**src/rtl/regfile_scoreboard.sv**
```systemverilog
// Register file with write-first bypass and a per-register outstanding-write scoreboard.
// Register 0 reads as zero and never becomes pending. The read ports are registered or combinational, chosen by READ_SYNC.
module regfile_scoreboard #(
    parameter int XLEN      = 32,
    parameter int NREG      = 32,
    parameter int READ_SYNC = 1
) (
    input  logic                     clk,
    input  logic                     rst_n,
    input  logic [$clog2(NREG)-1:0]  rs1_addr,
    input  logic [$clog2(NREG)-1:0]  rs2_addr,
    output logic [XLEN-1:0]          rd1,
    output logic [XLEN-1:0]          rd2,
    input  logic                     we,
    input  logic [$clog2(NREG)-1:0]  wa,
    input  logic [XLEN-1:0]          wd,
    input  logic                     issue_valid,
    input  logic [$clog2(NREG)-1:0]  issue_rd,
    output logic                     hazard,
    output logic [NREG-1:0]          pending,
    output logic [$clog2(NREG):0]    pending_cnt
);

    localparam int AW = $clog2(NREG);

    logic [XLEN-1:0] mem [NREG];
    logic [NREG-1:0] pend_q;
    logic [NREG-1:0] pend_nxt;
    logic [AW:0]     cnt_q;
    logic [AW:0]     cnt_nxt;
    logic [XLEN-1:0] eff1;
    logic [XLEN-1:0] eff2;
    logic            issue_ok;
    logic            cnt_inc;
    logic            cnt_dec;

    function automatic logic [XLEN-1:0] bypass_read(
        input logic [AW-1:0]   ra,
        input logic [XLEN-1:0] stored,
        input logic            wr_en,
        input logic [AW-1:0]   wr_addr,
        input logic [XLEN-1:0] wr_data
    );
        if (ra == '0)
            return '0;
        if (wr_en && (wr_addr == ra))
            return wr_data;
        return stored;
    endfunction

    // A same-cycle write to the read register resolves the hazard through the bypass.
    function automatic logic port_hazard(
        input logic          [AW-1:0] ra,
        input logic                   pend_bit,
        input logic                   wr_en,
        input logic          [AW-1:0] wr_addr
    );
        return (ra != '0) && pend_bit && !(wr_en && (wr_addr == ra));
    endfunction

    assign eff1 = bypass_read(rs1_addr, mem[rs1_addr], we, wa, wd);
    assign eff2 = bypass_read(rs2_addr, mem[rs2_addr], we, wa, wd);

    assign hazard = port_hazard(rs1_addr, pend_q[rs1_addr], we, wa) |
                    port_hazard(rs2_addr, pend_q[rs2_addr], we, wa);

    always_ff @(posedge clk or negedge rst_n) begin
        if (!rst_n) begin
            for (int i = 0; i < NREG; i++)
                mem[i] <= '0;
        end else if (we && (wa != '0)) begin
            mem[wa] <= wd;
        end
    end

    assign issue_ok = issue_valid && (issue_rd != '0);

    // Issue is applied after the write clear so a newer producer keeps the register pending.
    always_comb begin
        pend_nxt = pend_q;
        if (we)
            pend_nxt[wa] = 1'b0;
        if (issue_ok)
            pend_nxt[issue_rd] = 1'b1;
        pend_nxt[0] = 1'b0;
    end

    assign cnt_inc = issue_ok && !pend_q[issue_rd];
    assign cnt_dec = we && pend_q[wa] && !(issue_ok && (issue_rd == wa));
    assign cnt_nxt = cnt_q + {{AW{1'b0}}, cnt_inc} - {{AW{1'b0}}, cnt_dec};

    always_ff @(posedge clk or negedge rst_n) begin
        if (!rst_n) begin
            pend_q <= '0;
            cnt_q  <= '0;
        end else begin
            pend_q <= pend_nxt;
            cnt_q  <= cnt_nxt;
        end
    end

    assign pending     = pend_q;
    assign pending_cnt = cnt_q;

    // Read stage: optional register between the effective read value and the ports.
    if (READ_SYNC != 0) begin : g_sync
        logic [XLEN-1:0] rd1_p1;
        logic [XLEN-1:0] rd2_p1;

        always_ff @(posedge clk or negedge rst_n) begin
            if (!rst_n) begin
                rd1_p1 <= '0;
                rd2_p1 <= '0;
            end else begin
                rd1_p1 <= eff1;
                rd2_p1 <= eff2;
            end
        end

        assign rd1 = rd1_p1;
        assign rd2 = rd2_p1;
    end else begin : g_comb
        assign rd1 = eff1;
        assign rd2 = eff2;
    end

endmodule

```
**config.mk**
```make
export PLATFORM = sky130hd
export DESIGN_NAME = regfile_scoreboard
export DESIGN_NICKNAME = d
export VERILOG_FILES = /design/src/rtl/regfile_scoreboard.sv
export SDC_FILE = /design/constraint.sdc
export NUM_CORES = 2
export LEC_CHECK = 0
export CORE_MARGIN = 5
export CORE_UTILIZATION = 55
export CTS_CLUSTER_SIZE = 30
export DETAILED_ROUTE_END_ITERATION = 12
export GPL_TIMING_DRIVEN = 1
export HOLD_SLACK_MARGIN = 0.02
export PLACE_DENSITY = 0.72
export SYNTH_ARGS = -nofsm -noshare
export SYNTH_HDL_FRONTEND = slang
export SYNTH_SLANG_ARGS = --single-unit
```
**constraint.sdc**
```tcl
create_clock -name clk -period 4.83 [get_ports clk]
set_clock_uncertainty 0.1 [all_clocks]
set_input_delay 0.483 -clock clk [delete_from_list [all_inputs] [get_ports clk]]
set_output_delay 0.483 -clock clk [all_outputs]
set_load 0.01 [all_outputs]
```
==> impl_metrics.ini <==
[floorplanning]
core_sq_um = 107200
initial_core_util_pct = 55.51
fp.dieH_microns = 338.9
die_w_microns = 338.9
io_pins = 159
die_area_sq_um = 114900
row_count = 120

[timing]
rsz0062_at_grt = false
fin_crit_sh_pct = 79.13
tightest_slew_ns = 1.267
setup_tns_ns = 0
fmax_mhz = 261.7
min_period_ns = 3.822
hold_viol = 0
drv_slew = 0
slew_headroom_pct = 15.26
finalSetupViolations = 0
holdWs_ns = 0.2327

[clock_tree]
ctsHtreeMaxLevel = 3
postCtsSetupBuffers = 0
clock_sinks = 1125
cts.path.max_buffers = 3
clk_pin_slew_worst_paths_ns = 0.06
post_cts_resize_count = 0
numCtsBuffers = 117
insertion_delay_ns = 0.72
cts_hold_buf = 1
clockRootBuffer = clkbuf_16
cts_tree = done

[placement]
gp_congestion = 0.8665
port_buffers = 157
dp_hpwl_microns = 108500

[outcome]
status = completed

[synth]
async_flop_share_pct = 100.0
yosysUniqueCellTypes = 63
yosysTopAreaCell = dfrtp_1
synthTopCellsByArea = dfrtp_1 47%, mux2_2 19%, mux4_2 18%
synth_edf_count = 0
syn_area_per_cell_sq_um = 14.63
synthDominantCellAreaShare_pct = 47.31
postSynthCellCount = 4067
synth_common_cells = 1125 x dfrtp_1, 990 x mux2_2, 475 x mux4_2
yosys_register_bits = 1125
synthesis.nets = 4130
synth_ff_type = dfrtp_1
synthesis.area_sq_um = 59510
synth_most_common_cell = dfrtp_1
ys_warn_count = 0
synth_seq_area_share_pct = 47.31

[critical_path]
cp-end-kind = output pin
cp_max_fo = 16
slowest_stage = nor4_1
critPathBufInv = 3
startpoint_type = input port
cpLargestDelayFamily = buffers and inverters
critPathMaxStageDelay_ns = 0.79
path_cells = clkdlybuf4s50_1, buf_4, xor2_1, nor4_1, a31oi_4, a22o_1, clkdlybuf4s50_1
required_ns = 4.25
worst_ep_arrival_time_ns = 3.24
crit_top_cell = clkdlybuf4s50_1
crit_type = in -> out

[global_route]
grt_overflow = 0
grt_max_degree = 162
antenna_found_initial = 7
track_usage_pct = 32.35
grt_first_pass_wirelength_microns = 277300
grt_pass1_vias = 40670

[layout]
final_layout_size_suffix_gt1_share_pct = 45.10
multi_input_area_sq_um = 29390
layout.nets = 4090
regArea_sq_um = 28150
n_fill_cell = 8101
area_growth_pct = 11.47

[pwr]
ir_drop_uv = 378.2
power_density_nw_per_um2 = 420.7
power_leakage_nw = 28.54

[route]
via_count = 39180
wl_per_cell_microns = 33.79
drc_errors = 0
wl_microns = 187000
first_pass_iters = 8
viasPerCell = 7.082
drt_iter0_markers = 4175
postRouteAntennaNets = 0

[min_path]
min_path_type = in -> async

[run]
max_cap_violations = 0
layout make-up:
cell class              instances  area share (%)
clock buffers                 187           5.421
diodes                          4         0.01509
clock inverters                31          0.5225
multi-input cells            2471           44.31
repair buffers                297           4.553
inverters                      15         0.08865
flip-flops and latches       1125           42.44
well taps                    1403           2.646
per-layer routing:
layer / GRT usage, % / vias to the layer above / share of wire (%)
met4: 13.98 / 4 / 5.0
met3: 8.036 / 534 / 9.2
met1: 43.41 / 21030 / 39
met2: 50.80 / 2022 / 47
met5: 0 / - / 0.012
li1: - / 15590 / -
per-stage QoR:
step                utilization [%]  cells  area (sq um)  total power [W]  setup WS (ns)
floorplan                         -   4067         59510          0.01662          1.347
global placement              58.18   5310         62370          0.01847         0.6798
detailed placement            58.18   5310         62370          0.01872         0.6966
CTS                           61.87   5529         66320          0.02796          1.043
global route                  61.87   5530         66330          0.02901         0.9908
finish                        61.88   5533         66330          0.02790          1.008
logic make-up after synthesis:
kind of cell    count (synthesis)  synth area share (%)
mux                          1719                 41.06
flops                        1125                 47.31
buf+inv                       471                 3.774
compound gates                371                 4.641
simple gates                  353                 2.752
xor+xnor                       20                0.2944
fa+ha+maj                       7                0.1598
other cells                     1              0.006302
power by group:
part / internal, W / switching, W
registers: 0.0112 / 0.00139
logic: 0.00356 / 0.00245
clock network: 0.00539 / 0.00387
state kept, by name, indices dropped and copies added (netlist names):
name         count
mem           1024
pending         31
pending_cnt      6
rd1             32
rd2             32
worst register-to-register path: cells and delay by family, from the launching register on:
| family | cells | cell delay [ns] |
|---|---|---|
| adders and majority gates | 3 | 0.89 |
| muxes | 2 | 0.77 |
| AOI/OAI and AO/OA | 4 | 0.57 |
| DFF | 1 | 0.49 |
| buffers and inverters | 3 | 0.19 |
| xor gates and xnor gates | 1 | 0.14 |
path summary, 6_finish.rpt:
kind                       slack [ns]  cells past startpoint             end        start
max reg2reg                      1.56                     13  pending_cnt[4]  pending[23]
min reg2reg                      0.29                      0       mem[1013]    mem[1013]
max in group asynchronous        2.99                      4        mem[251]        rst_n
max                              1.01                      7          hazard        wa[1]
min                              0.23                      2        mem[421]        rst_n
min in group clk                 0.29                      0       mem[1013]    mem[1013]
cells in the final DEF, fill, tap and decap left out, drive strengths merged, types with 14 or more instances in the layout:
master and count:
o21ai 90, a22oi 30, nor2 85, nand3 41, mux2 1027, clkbuf 187
a32oi 28, o22ai 32, a211oi 17, nand2 121, dfrtp 1125, clkinv 20
a22o 18, a32o 27, clkdlybuf4s50 146, inv 14, a2111oi 22, mux2i 217
mux4 475, nor3 37, a221oi 46, buf 150
(Power assumes the default switching activity.)
